`src/rtl/csub_sched.sv`:
```
// Round-robin scheduler sharing one two-stage complex subtractor between NREQ requesters.
// Optional feature macro: CSUB_SCHED_SAT_EN (result clamping plus sticky sat_flag output).
module csub_sched #(
   parameter int NREQ   = 4,
   parameter int SIZEIN = 16,
   parameter int IDW    = $clog2(NREQ)
) (
   input  logic                   clk,
   input  logic                   rst_n,
   input  logic [NREQ-1:0]        req_valid,
   output logic [NREQ-1:0]        req_ready,
   input  logic [NREQ*SIZEIN-1:0] req_ar,
   input  logic [NREQ*SIZEIN-1:0] req_ai,
   input  logic [NREQ*SIZEIN-1:0] req_br,
   input  logic [NREQ*SIZEIN-1:0] req_bi,
   output logic                   csub_ce,
   output logic [SIZEIN-1:0]      csub_ar,
   output logic [SIZEIN-1:0]      csub_ai,
   output logic [SIZEIN-1:0]      csub_br,
   output logic [SIZEIN-1:0]      csub_bi,
   input  logic [SIZEIN:0]        csub_sr,
   input  logic [SIZEIN:0]        csub_si,
   output logic                   res_valid,
   input  logic                   res_ready,
   output logic [IDW-1:0]         res_id,
   output logic [SIZEIN:0]        res_sr,
   output logic [SIZEIN:0]        res_si,
   output logic                   busy
`ifdef CSUB_SCHED_SAT_EN
   ,
   output logic                   sat_flag
`endif
);

   logic [1:0]     v_q, v_d;
   logic [IDW-1:0] id0_q, id0_d;
   logic [IDW-1:0] id1_q, id1_d;
   logic [IDW-1:0] rr_ptr_q, rr_ptr_d;

   logic           grant_any;
   logic [IDW-1:0] grant_id;
   logic [NREQ-1:0] grant_oh;

   // A result waiting on a stalled consumer freezes the whole subtractor pipeline.
   assign csub_ce = !(v_q[1] && !res_ready);

   always_comb begin
      logic [IDW:0]   cand;
      logic [IDW-1:0] cand_id;
      cand      = '0;
      cand_id   = '0;
      grant_any = 1'b0;
      grant_id  = '0;
      grant_oh  = '0;
      for (int k = 0; k < NREQ; k++) begin
         cand = {1'b0, rr_ptr_q} + (IDW+1)'(k);
         if (cand >= (IDW+1)'(NREQ)) begin
            cand = cand - (IDW+1)'(NREQ);
         end
         cand_id = cand[IDW-1:0];
         if (csub_ce && !grant_any && req_valid[cand_id]) begin
            grant_any         = 1'b1;
            grant_id          = cand_id;
            grant_oh[cand_id] = 1'b1;
         end
      end
   end

   assign req_ready = grant_oh;

   // grant_id is zero without a grant, so idle cycles present requester 0's operands.
   always_comb begin
      csub_ar = req_ar[SIZEIN-1:0];
      csub_ai = req_ai[SIZEIN-1:0];
      csub_br = req_br[SIZEIN-1:0];
      csub_bi = req_bi[SIZEIN-1:0];
      for (int i = 1; i < NREQ; i++) begin
         if (grant_id == IDW'(i)) begin
            csub_ar = req_ar[i*SIZEIN +: SIZEIN];
            csub_ai = req_ai[i*SIZEIN +: SIZEIN];
            csub_br = req_br[i*SIZEIN +: SIZEIN];
            csub_bi = req_bi[i*SIZEIN +: SIZEIN];
         end
      end
   end

   always_comb begin
      v_d      = v_q;
      id0_d    = id0_q;
      id1_d    = id1_q;
      rr_ptr_d = rr_ptr_q;
      if (csub_ce) begin
         v_d   = {v_q[0], grant_any};
         id0_d = grant_id;
         id1_d = id0_q;
      end
      if (grant_any) begin
         rr_ptr_d = (grant_id == IDW'(NREQ-1)) ? '0 : grant_id + IDW'(1);
      end
   end

   always_ff @(posedge clk or negedge rst_n) begin
      if (!rst_n) begin
         v_q      <= '0;
         id0_q    <= '0;
         id1_q    <= '0;
         rr_ptr_q <= '0;
      end else begin
         v_q      <= v_d;
         id0_q    <= id0_d;
         id1_q    <= id1_d;
         rr_ptr_q <= rr_ptr_d;
      end
   end

   assign res_valid = v_q[1];
   assign res_id    = id1_q;
   assign busy      = |v_q;

`ifdef CSUB_SCHED_SAT_EN
   localparam logic [SIZEIN:0] SAT_MAX = {2'b00, {(SIZEIN-1){1'b1}}};
   localparam logic [SIZEIN:0] SAT_MIN = {2'b11, {(SIZEIN-1){1'b0}}};

   logic ovf_r, ovf_i;
   logic sat_flag_q, sat_flag_d;

   // Out of SIZEIN signed range exactly when the two top bits disagree.
   assign ovf_r = csub_sr[SIZEIN] ^ csub_sr[SIZEIN-1];
   assign ovf_i = csub_si[SIZEIN] ^ csub_si[SIZEIN-1];

   always_comb begin
      res_sr     = csub_sr;
      res_si     = csub_si;
      sat_flag_d = sat_flag_q;
      if (ovf_r) begin
         res_sr = csub_sr[SIZEIN] ? SAT_MIN : SAT_MAX;
      end
      if (ovf_i) begin
         res_si = csub_si[SIZEIN] ? SAT_MIN : SAT_MAX;
      end
      if (v_q[1] && res_ready && (ovf_r || ovf_i)) begin
         sat_flag_d = 1'b1;
      end
   end

   always_ff @(posedge clk or negedge rst_n) begin
      if (!rst_n) begin
         sat_flag_q <= 1'b0;
      end else begin
         sat_flag_q <= sat_flag_d;
      end
   end

   assign sat_flag = sat_flag_q;
`else
   assign res_sr = csub_sr;
   assign res_si = csub_si;
`endif

endmodule

```
`config.mk`:
```
export PLATFORM = sky130hd
export DESIGN_NAME = csub_sched
export DESIGN_NICKNAME = d
export VERILOG_FILES = /design/src/rtl/csub_sched.sv
export SDC_FILE = /design/constraint.sdc
export NUM_CORES = 1
export LEC_CHECK = 0
export BUFFER_PORTS_ARGS = -buffer_cell sky130_fd_sc_hd__buf_2
export CAP_MARGIN = 25
export CORE_AREA = 2 2 157 159
export CTS_BUF_LIST = sky130_fd_sc_hd__clkbuf_16
export CTS_CLUSTER_DIAMETER = 150
export DETAILED_ROUTE_END_ITERATION = 8
export DIE_AREA = 0 0 159 161
export HOLD_SLACK_MARGIN = 0.08
export SYNTH_ARGS = -nofsm -noshare
export SYNTH_HDL_FRONTEND = slang
export SYNTH_SLANG_ARGS = --single-unit
```
`constraint.sdc`:
```
create_clock -name clk -period 5.9 [get_ports clk]
set_clock_uncertainty 0.2 [all_clocks]
set_input_delay 1.77 -clock clk [delete_from_list [all_inputs] [get_ports clk]]
set_output_delay 1.77 -clock clk [all_outputs]
set_load 0.03 [all_outputs]
```
# Word-level counts from Yosys, hierarchy flattened
# Cells that the tools add are included.
totals:
  word_cells: 93
  register_bits: 8
  output_inout_bits: 107
  input_bits: 297
op_classes:
  n_eq_ne: 3
  muxes: 45
  addsub: 8
  bitwise: 3
  n_lt_le_gt_ge: 12
  reduce_logical: 18
op_table:
  columns: ["cell", "count"]
  rows:
  - ["2-to-1 mux 16 bit", 12]
  - ["2-to-1 mux 2 bit", 9]
  - ["2-to-1 mux 4 bit", 4]
  - ["logical AND 1 bit", 12]
  - ["< comparator 2 x 3 -> 1 bit, second input constant", 4]
  - ["2-to-1 mux 1 bit", 12]
  - ["OR 4 bit", 3]
  - [">= comparator 3 bit, second input constant", 3]
  - ["binary-select mux 1 bit (select 2 bit)", 4]
  - ["demux 1 bit (select 2 bit)", 4]
  - [">= comparator 2 x 1 -> 1 bit, second input constant", 4]
  - ["subtractor 2 x 1 -> 2 bit, second input constant", 4]
  - ["adder 2 x 2 -> 3 bit, second input constant", 2]
  - ["logical NOT 1 bit", 5]
  - ["equality test 2 bit, second input constant", 2]
  - ["adder 2 x 1 -> 3 bit, second input constant", 1]
  - [">= comparator 2 x 3 -> 1 bit, second input constant", 1]
  - ["adder 2 x 1 -> 2 bit, second input constant", 1]
  - ["equality test 2 x 1 -> 1 bit, second input constant", 1]
  - ["OR reduction 2 bit", 1]

# Longest topological paths before layout
# Gate-level depths: netlist of the first run.
logic_depth:
  word_depth: 22
  ltp_mapped: 16
  ltp_nobuf: 12

# Worst setup path after synthesis of the first run
# No wires, ideal clock.
synth_path:
  kind: "input to output"
  startpoint: "in req_valid[1]"
  endpoint: "out csub_ai[10]"
  arrival_ns: 4.490
  path_stages: 9
  t_required_ns: 3.930
  path_buffers: 2
  setup_slack_ns: -0.560
  path_cell_list: "mux4_2 -> or3_1 -> o211ai_2 -> and2_1 -> ha_1 -> clkbuf_1 -> clkbuf_1 -> a21oi_1 -> o21ai_0"
synth_via:
  elab_chain_cells: 20
  word_cells_on_any_way: 31
  cone_classes: "eq/ne (3); mux (18); reduce/logical (10)"
synth_lines:
  columns: ["item", "line_no", "source"]
  rows:
  - ["start: declaration", "10", "input logic [NREQ-1:0] req_valid,"]
  - ["binary-select mux 1 bit (select 2 bit)", "61", "if (csub_ce && !grant_any && req_valid[cand_id]) begin"]
  - ["2-to-1 mux 1 bit (implied by the code)", "61", null]
  - ["logical AND 1 bit", "61", null]
  - ["2-to-1 mux 1 bit", "61", null]
  - ["logical NOT 1 bit", "61", null]
  - ["logical AND 1 bit (2 in a row)", "61", null]
  - ["2-to-1 mux 1 bit", "61", null]
  - ["logical NOT 1 bit", "61", null]
  - ["logical AND 1 bit (2 in a row)", "61", null]
  - ["2-to-1 mux 1 bit", "61", null]
  - ["logical NOT 1 bit", "61", null]
  - ["logical AND 1 bit (2 in a row)", "61", null]
  - ["2-to-1 mux 2 bit (*)", "61", null]
  - ["named net grant_id[1]", "41", "logic [IDW-1:0] grant_id;"]
  - ["equality test 2 x 1 -> 1 bit", "78", "if (grant_id == IDW'(i)) begin"]
  - ["2-to-1 mux 16 bit (2 in a row)", "78", null]
  - ["2-to-1 mux 16 bit (*)", "78", null]
  - ["end: declaration", "18", "output logic [SIZEIN-1:0] csub_ai,"]
# The timed path passes the listed nets; every way through them passes the cells marked *. The select of a mux whose other input is x is not followed.

# Worst setup path in the final report of the first run
layout_path:
  startpoint: "in req_valid[1]"
  endpoint: "out csub_bi[2]"
layout_via:
  elab_chain_cells: 20
  word_cells_on_any_way: 31
  cone_classes: "eq/ne (3); mux (18); reduce/logical (10)"
layout_lines:
  columns: ["item", "line_no", "source"]
  rows:
  - ["binary-select mux 1 bit (select 2 bit)", "61", null]
  - ["2-to-1 mux 1 bit (implied by the code)", "61", null]
  - ["logical AND 1 bit", "61", null]
  - ["2-to-1 mux 1 bit", "61", null]
  - ["logical NOT 1 bit", "61", null]
  - ["logical AND 1 bit (2 in a row)", "61", null]
  - ["2-to-1 mux 1 bit", "61", null]
  - ["logical NOT 1 bit", "61", null]
  - ["logical AND 1 bit (2 in a row)", "61", null]
  - ["2-to-1 mux 1 bit", "61", null]
  - ["logical NOT 1 bit", "61", null]
  - ["logical AND 1 bit (2 in a row)", "61", null]
  - ["2-to-1 mux 2 bit (*)", "61", null]
  - ["equality test 2 x 1 -> 1 bit", "78", null]
  - ["2-to-1 mux 16 bit (2 in a row)", "78", null]
  - ["2-to-1 mux 16 bit (*)", "78", null]
  - ["end: declaration", "20", "output logic [SIZEIN-1:0] csub_bi,"]
# Mark *: on every way between the ends. The rest lies on a longest branch, timed or not. The select of a mux whose other input is x is not followed.

==> metrics.txt, run 1 <==
Slew headroom between 70% and 80%; Max clock buf depth 2; syn avg cell area around 6.3 µm²; die footprint roughly 26,000 µm²; top cell types by occurrence after synthesis nand2_1, nor2_1, mux2i_1; total number of vias 4,906; Req. time, crit path between 3 and 4 ns; TritonCTS clock tree done; ratio of cells with drive above 1 in the final layout 69.9%; P_leak between 3 and 4 nW; Tot GR Track Use 10.6%; Setup WS post-layout -0.199 ns; max incr delay on CP roughly 0.49 ns; FMAX 164 MHz; crit path buf inv count 4; Die Ht 161 µm; Hold Slack approximately 0.28 ns; DRT Wirelength 19,400 µm; floorplan row count between 50 and 60; critical-path cell list buf_6 -> mux4_2 -> or3_4 -> o211ai_4 -> nand2_2 -> ha_4 -> buf_12 -> buf_16 -> mux2i_1 -> nor2_1 -> a21oi_2 -> o21ai_2 -> buf_6; Synth area leaders mux2i_1, a21oi_1, o21ai_0, nand2_1, nor2_1; DRC viols 0; Filler cells ~2,500; Mapped Nets between 700 and 800; worst slew pin tran ~0.37 ns; Synth Instances about 470; detailed-route wire length per cell about 17 µm; final hold vios 0; Worst VDD drop between 0.2 and 0.3 mV; core area ~24,000 µm²; Hold Path Depth 2; critical path depth 13; crit path launch type input port; final setup vio count 64; Power Density approximately 670 nW/µm²; max_cap viols 0; Root Buffer clkbuf_16; ys flop type dfrtp_1; final-stage net count 1,134; Final Cycle Share 103%; number of synthesis warnings 0; ys async rst share 100%; global-route wire length before repair 22,200 µm; largest net degree at the start of global routing about 70; io pins around 400; PortBufs roughly 340; DRT iter0 DRCs 178; critical path class in -> out; Clock Latency Late Sink roughly 0.23 ns; Yosys top cell by area mux2i_1; H-tree levels 1; sequential-to-total area share from yosys stat roughly 6.7%; area grow syn2layout 136%; fin. max-slew vios 0; Setup crit end kind primary output; Post-DRT Antenna Nets 0; crit-path max FO 5; via-per-instance ratio between 4 and 5; DIE WIDTH between 150 and 200 µm; vias in the first global route roughly 4,500; routability congestion estimate roughly 0.78; Starting Density roughly an eighth; Hold Path Class reg -> reg; dominant cell by count in the synthesized netlist nand2_1; worst path arrival time 4.13 ns; TritonCTS Buffers 3; Critical Path Most Common Cell buf_6; RSZ-0062 raised after global routing yes; status finished, violations left; Final Critical Period approximately 6.1 ns; Worst-path clk slew 0.04 ns; total grt overflow 0; CP top delay family multiplexers; FF+latch count, synth 8; failing checks setup timing; slowest CP cell mux4_2; Post-DP HPWL 11,100 µm; antenna violations before repair 2; Mapped Area approximately 3000 µm²; Cell variety after synth 35; final setup TNS -9.48 ns; R2R depth 10; First-pass DRT Iterations 4; Post-synth EDFFs 0; post-synth top area share between 20% and 30%; Sink Count 8
-- cells in the final DEF (no fill, tap or decap), drive strengths merged, types with 2 or more instances in the layout --
cell type  Yosys  routed
a21oi         65      65
a221o          4       4
a22oi          4       4
buf           48     411
clkbuf        26      17
dfrtp          8       8
ha             7       7
inv            4       4
mux2           3       3
mux2i         68      68
mux4           4       4
nand2         75      75
nor2          71      71
nor2b          4       4
o21ai         64      64
o221ai         2       2
or3            2       2
-- cell type report --
| class | count | area [µm²] | share of cell area (%) |
|---|---|---|---|
| timing repair buffer | 425 | 3430 | 48.4 |
| multi-input combinational | 387 | 2960 | 41.7 |
| tap | 324 | 405 | 5.72 |
| sequential | 8 | 200 | 2.82 |
| clock buffer | 3 | 75.1 | 1.06 |
| inverter | 5 | 18.8 | 0.265 |
| antenna | 1 | 2.50 | 0.0353 |
-- metal layers --
metal  GRT usage (%)  vias to the layer above  share of wire (%)
li1                -                     2340                  -
met1            11.9                     2263                 39
met2            19.8                      255                 51
met3            2.11                       46                6.5
met4            3.80                        2                3.5
met5               0                        -              0.057
-- registers in the layout (all words and copies together), names as in the netlist --
signal and flops:
rr_ptr_q 2, v_q 2, res_id 2, id0_q 2
-- tightest hold or removal path: stages, from the launching register on --
cell and delay, ns:
dfrtp_1 0.34, nand2_1 0.05, nand2_1 0.05
-- power by group --
| part | total, mW | internal, mW | switching [mW] | leakage (nW) |
|---|---|---|---|---|
| Combinational | 4.52 | 2.13 | 2.38 | 3.12 |
| Sequential | 0.0934 | 0.0800 | 0.0134 | 0.0925 |
| Clock | 0.111 | 0.0871 | 0.0237 | 0.0370 |
| Total | 4.72 | 2.30 | 2.42 | 3.25 |
-- logic make-up (layout without fill, tap and decap cells) --
kind of cell	Yosys count	after routing	synth area share [%]
mux	75	75	26.8
other cells	0	1	0
compound gates	145	145	27.1
fa+ha+maj	7	7	2.92
simple gates	160	160	21.5
flops	8	8	6.67
buf+inv	79	433	15.0
-- metrics by stage --
step | instances | setup slack (ns) | util, % | area, µm² | power (mW)
2_1_floorplan | 474 | -0.0423 | - | 3330 | 2.34
3_3_place_gp | 1109 | -0.278 | 22.5 | 5390 | 3.11
3_5_place_dp | 1109 | -0.299 | 22.5 | 5390 | 3.13
4_1_cts | 1122 | -0.219 | 25.4 | 6080 | 3.87
5_1_grt | 1152 | -0.292 | 29.6 | 7080 | 4.97
6_report | 1153 | -0.199 | 29.6 | 7090 | 4.72
-- final timing paths --
kind                                         start                 endpoint  slack [ns]
max                                   req_valid[1]               csub_bi[2]       -0.20
min                          res_id[1]$_DFFE_PN0P_    res_id[1]$_DFFE_PN0P_        0.28
max reg2reg                rr_ptr_q[0]$_DFFE_PN0P_  rr_ptr_q[1]$_DFFE_PN0P_        2.97
min reg2reg                  res_id[1]$_DFFE_PN0P_    res_id[1]$_DFFE_PN0P_        0.28
max in group asynchronous                    rst_n  rr_ptr_q[0]$_DFFE_PN0P_        4.14
min in group asynchronous                    rst_n    res_id[1]$_DFFE_PN0P_        1.18
-- timing repair --
action | CTS | global route
cloned | 6 | 19
pin swaps | 7 | 17
setup buffers | 4 | 12
setup endpoints to repair | 64 | 64
resized for setup | 125 | 133
hold buffers | 0 | 0
endpoints found under the hold margin | 0 | 0
(Power assumes the default switching activity.)
==> inputs of run 2 (changes only) <==
Settings changed: REMOVE_ABC_BUFFERS from default to 1.
==> run 2 against run 1 <==
Net effect:
- the flow still finishes with violations (setup timing)
- core utilization decreased by 4.3 points
- final area is 15% lower
- setup slack gained 0.036 ns
- largest power group unchanged
==> metrics.txt, run 2 (synthesized netlist as in run 1, its figures left out) <==
status finished, violations left; failing checks setup timing; diode count 0 (-1); Clock Latency Late Sink 0.23 ns (about the same); Worst VDD drop 0.311 mV (+11%); DIE WIDTH 159 µm (unchanged); uppermost routed layer met5; fin. max-slew vios 0 (unchanged); FMAX 165 MHz (+0.59%); antenna violations before repair 0 (-2); Final Critical Period 6.06 ns (-0.0356 ns); most common cell after layout, fill and taps aside buf_2; final hold vios 0 (unchanged); Setup WS post-layout -0.163 ns (+0.0356 ns); PortBufs 335 (unchanged); max_cap viols 0 (unchanged); Worst-path clk slew 0.04 ns (about the same); routability congestion estimate 0.851 (+8.7%); DR WL met2 8180 µm (-18%); RSZ-0062 raised after global routing yes; Setup crit end kind primary output; Post-DP HPWL 13,200 µm (+18%); Tot GR Track Use 11.7% (+1.1 points); WL met1 6920 µm (-8.2%); First-pass DRT Iterations 4 (unchanged); crit path launch type input port; core area 24,000 µm² (unchanged); P_leak 2.90 nW (-11%); TritonCTS clock tree done; metal3 WL 1680 µm (+34%); Slew headroom 75.8% (+0.22 points); die footprint 25,600 µm² (unchanged); worst slew pin tran 0.363 ns (-0.00336 ns); crit-path max FO 8 (+3); Power Density 613 nW/µm² (-8.0%); worst path arrival time 4.09 ns (-0.04 ns); Req. time, crit path 3.93 ns (about the same); DRT Wirelength 17,200 µm (-12%); Final Cycle Share 103% (-0.60 points); ratio of cells with drive above 1 in the final layout 59.4% (-11 points); Max clock buf depth 2 (unchanged); io pins 404 (unchanged); Sink Count 8 (unchanged); Die Ht 161 µm (unchanged); total grt overflow 0 (unchanged); final setup vio count 64 (unchanged); critical path class in -> out; via-per-instance ratio 4.17 (-1.9%); Starting Density 12.5% (unchanged); commonest cells after routing, fill and taps aside buf_2, buf_4, nor2_1, mux2i_1, a21oi_1; CTS hold repair buffers 0 (unchanged); total number of vias 4,684 (-4.5%); global-route wire length before repair 23,900 µm (+7.7%); floorplan row count 57 (unchanged); Post-DRT Antenna Nets 0 (unchanged); Hold Path Class reg -> reg; detailed-route wire length per cell 15.3 µm (-9.1%); Root Buffer clkbuf_16; final-stage net count 1,104 (-2.6%); largest net degree at the start of global routing 63 (-8.7%); vias in the first global route 4,474 (+0.022%); DRT iter0 DRCs 178 (unchanged); TritonCTS Buffers 3 (unchanged); Core Util, Final 25.3% (-4.3 points); H-tree levels 1 (unchanged); DRC viols 0 (unchanged); Total Power 3.71 mW (-21%); area grow syn2layout 102%
-- run 2: changes by cell type in the layout (fill, tap and decap cells not counted), moves of 6 or more --
cell and delta:
buf_4 +35, o21ai_0 +8, o21ai_2 -45, nand2_1 -18, o21ai_1 +36, buf_6 -45, nand2_2 +13, nor2_1 +9
clkbuf_16 -12, a21oi_2 -31, a21oi_1 +32, buf_16 -6, nor2_2 -7
-- run 2: path summary, 6_finish.rpt --
check / from / to / slack, ns / cells past startpoint
max: req_valid[1] / csub_ar[13] / -0.16 / 13
min: res_id[0]$_DFFE_PN0P_ / res_id[0]$_DFFE_PN0P_ / 0.26 / 2
max reg2reg: rr_ptr_q[0]$_DFFE_PN0P_ / rr_ptr_q[1]$_DFFE_PN0P_ / 2.98 / 10
min reg2reg: res_id[0]$_DFFE_PN0P_ / res_id[0]$_DFFE_PN0P_ / 0.26 / 2
max in group asynchronous: rst_n / rr_ptr_q[0]$_DFFE_PN0P_ / 4.17 / 1
min in group asynchronous: rst_n / res_id[1]$_DFFE_PN0P_ / 1.17 / 1
-- run 2: critical path: stages --
cell      delay, ns
buf_6          0.09
mux4_2         0.49
or3_1          0.33
o211ai_2       0.23
and2_4         0.20
buf_6          0.10
ha_4           0.15
buf_12         0.12
buf_12         0.15
buf_12         0.14
nand2_1        0.05
o21ai_1        0.07
buf_4          0.17
-- run 2: repair_timing --
action / 4_1_cts / 5_1_grt
gates resized for setup: 141 / 98
setup buffers: 11 / 4
cloned: 3 / 2
pin swaps: 9 / 14
setup endpoints to repair: 64 / 64
-- run 2: power breakdown --
part	leakage [nW]	internal, mW	switching, mW
Sequential	0.0925	0.0800	0.0129
Clock	0.0370	0.0874	0.0272
Combinational	2.77	1.53	1.98
-- run 2: per-stage QoR --
stage	setup TNS, ns	std cells	cell area (µm²)	hold slack, ns	setup WS [ns]
final	-7.27	1122	6060	0.256	-0.163
after global routing	-16.42	1122	6060	0.305	-0.309
after CTS	-10.09	1117	5700	0.262	-0.190
after detailed placement	-13.52	1101	5130	0.254	-0.280
after global placement	-10.97	1101	5130	0.250	-0.263
after floorplan	-151.90	400	2570	0.243	-2.37
-- run 2: final cells by class --
cell class | count | area (µm²)
Clock buffer | 3 | 75.1
Fill cell | 2657 | 17900
Inverter | 5 | 18.8
Multi-Input combinational cell | 387 | 2640
Sequential cell | 8 | 200
Tap cell | 324 | 405
Timing Repair Buffer | 395 | 2710
-- run 2: per-layer routing --
layer,GRT usage (%),vias up
li1,-,2280
met1,13.9,2123
met2,19.8,256
met3,4.42,23
met4,2.64,2
met5,2.27,-
==> inputs of run 3 (changes only) <==
Settings changed: PLACE_DENSITY_LB_ADDON from default to 0.25, RECOVER_POWER from default to 25.
==> run 3 against run 2 <==
Net effect:
- the run still ends with setup timing left
- die area stayed put
- first-iteration DRC count is 9.6% lower
- clock power hardly changed
- final cell count up 3.5%
- hold slack better by 0.017 ns
- critical path depth is 1 lower
- non-clock buffer count grew 39
- via count is 1.7% higher
- power up 13%
- register-to-register slack better by 0.21 ns
- critical endpoint is now csub_bi[1]
==> metrics.txt, run 3 (synthesized netlist as in run 1, its figures left out) <==
Post-DRT Antenna Nets 0 (unchanged); status finished, violations left; max incr delay on CP 0.48 ns (about the same); Sink Count 8 (unchanged); Clock power frac 2.7% (-0.4 points); RSZ-0062 raised after global routing yes; Root Buffer clkbuf_16; TritonCTS clock tree done; Int Power 2.00 mW (+18%); global-route wire length before repair 25,400 µm (+6.1%); Tot GR Track Use 12.6% (+0.89 points); First-pass DRT Iterations 4 (unchanged); worst slew pin tran 0.454 ns (+0.0909 ns); core area 24,000 µm² (unchanged); critical path class in -> out; total number of vias 4,763 (+1.7%); total grt overflow 0 (unchanged); slowest CP cell mux4_2; most common cell after layout, fill and taps aside buf_2; diode count 0 (unchanged); combinational share of power 95.1% (+0.7 points); Switching Power 2.20 mW (+9.0%); DRT Wirelength 19,900 µm (+16%); Slew headroom 69.8% (-6.1 points); register share of total power 2.2% (-0.3 points); CTS hold repair buffers 0 (unchanged); vias in the first global route 4,493 (+0.42%); Req. time, crit path 3.93 ns (about the same); Clock Latency Late Sink 0.23 ns (about the same); routability congestion estimate 0.799 (-6.2%); Hold Path Class reg -> reg; Critical Path Most Common Cell buf_6; DIE WIDTH 159 µm (unchanged); H-tree levels 1 (unchanged); Worst VDD drop 0.295 mV (-5.0%); Setup WS post-layout -0.204 ns (-0.0410 ns); commonest cells after routing, fill and taps aside buf_2, buf_4, nor2_1, mux2i_1, a21oi_1; Max clock buf depth 2 (unchanged); final-stage net count 1,143 (+3.5%); Starting Density 12.5% (unchanged); die footprint 25,600 µm² (unchanged); Worst-path clk slew 0.04 ns (about the same); area grow syn2layout 124%; io pins 404 (unchanged); Die Ht 161 µm (unchanged); Core Util, Final 28.0% (+2.7 points); Power Density 627 nW/µm² (+2.2%); floorplan row count 57 (unchanged); final setup vio count 64 (unchanged); P_leak 3.20 nW (+11%); crit-path max FO 8 (unchanged); failing checks setup timing; Sw Share 52.4% (-2.0 points); critical-path cell list buf_6 -> mux4_2 -> or3_4 -> o211ai_4 -> and2_4 -> buf_6 -> ha_4 -> buf_12 -> clkbuf_16 -> nand2_2 -> o21ai_1 -> buf_4; fin. max-slew vios 0 (unchanged); FMAX 164 MHz (-0.67%); PortBufs 335 (unchanged); final hold vios 0 (unchanged); Hold Slack 0.273 ns (+0.0171 ns); Final Cycle Share 103% (+0.70 points); largest net degree at the start of global routing 39 (-38%); TritonCTS Buffers 3 (unchanged); Setup crit end kind primary output; worst path arrival time 4.13 ns (+0.04 ns); via-per-instance ratio 4.10 (-1.7%); DRC viols 0 (unchanged); max_cap viols 0 (unchanged); detailed-route wire length per cell 17.1 µm (+12%); antenna violations before repair 1 (+1); Total Power 4.20 mW (+13%); DRT iter0 DRCs 161 (-9.6%); crit path launch type input port; ratio of cells with drive above 1 in the final layout 63.3% (+3.9 points); Final Critical Period 6.10 ns (+0.0410 ns); Post-DP HPWL 12,800 µm (-3.1%)
==> run 3: worst paths after layout <==
kind	startpoint	to	slack, ns	depth (start not counted)
worst max-delay path	req_valid[1]	csub_bi[1]	-0.20	12
worst min-delay path	res_id[1]$_DFFE_PN0P_	res_id[1]$_DFFE_PN0P_	0.27	2
worst max register to register	rr_ptr_q[0]$_DFFE_PN0P_	rr_ptr_q[1]$_DFFE_PN0P_	3.19	10
worst min register to register	res_id[1]$_DFFE_PN0P_	res_id[1]$_DFFE_PN0P_	0.27	2
max in group asynchronous	rst_n	res_id[1]$_DFFE_PN0P_	3.93	1
min in group asynchronous	rst_n	v_q[1]$_DFFE_PN0P_	1.26	1
==> run 3: final cells by class <==
type                       count  area [µm²]
clock buffer                   3        75.1
fill                        2643       17300
inverter                       5        18.8
multi-input combinational    387        2760
sequential                     8         200
tap                          324         405
timing repair buffer         434        3250
==> run 3: repair_timing <==
| action | 4_1_cts | 5_1_grt |
|---|---|---|
| resized for setup | 139 | 152 |
| pin swaps | 4 | 7 |
| endpoints found under the setup margin | 64 | 64 |
| buffers inserted | 6 | 24 |
| cloned | 10 | 11 |
==> run 3: worst max-delay path, delay by kind of cell <==
| family | cells | cell delay [ns] |
|---|---|---|
| buf+inv | 5 | 0.72 |
| fa+ha+maj | 1 | 0.28 |
| mux | 1 | 0.48 |
| simple gates | 3 | 0.60 |
| compound gates | 2 | 0.28 |
==> run 3: power groups by stage <==
stage	clock, mW	sequential (mW)	combinational [mW]
CTS	0.115	0.0932	3.41
floorplan	0	0.125	1.87
detailed placement	0	0.0935	2.86
global route	0.119	0.0962	4.25
global placement	0	0.0936	2.86
finish	0.113	0.0931	3.99
==> run 3: through the flow <==
| step | std cells | setup WS, ns | instance area, µm² | TNS [ns] |
|---|---|---|---|---|
| floorplan | 400 | -2.37 | 2570 | -151.90 |
| global placement | 1108 | -0.318 | 5130 | -14.92 |
| detailed placement | 1108 | -0.362 | 5130 | -16.57 |
| CTS | 1127 | -0.252 | 5840 | -11.51 |
| global route | 1161 | -0.308 | 6710 | -14.65 |
| finish | 1161 | -0.204 | 6710 | -9.67 |
==> run 3: layer usage <==
layer  vias to the layer above  share of wire (%)  track usage, %
li1                       2358                  -               -
met3                        20                8.4            3.95
met1                      2134                 43            15.6
met2                       249                 47            21.4
met5                         -              0.065           0.379
met4                         2                1.9            2.44
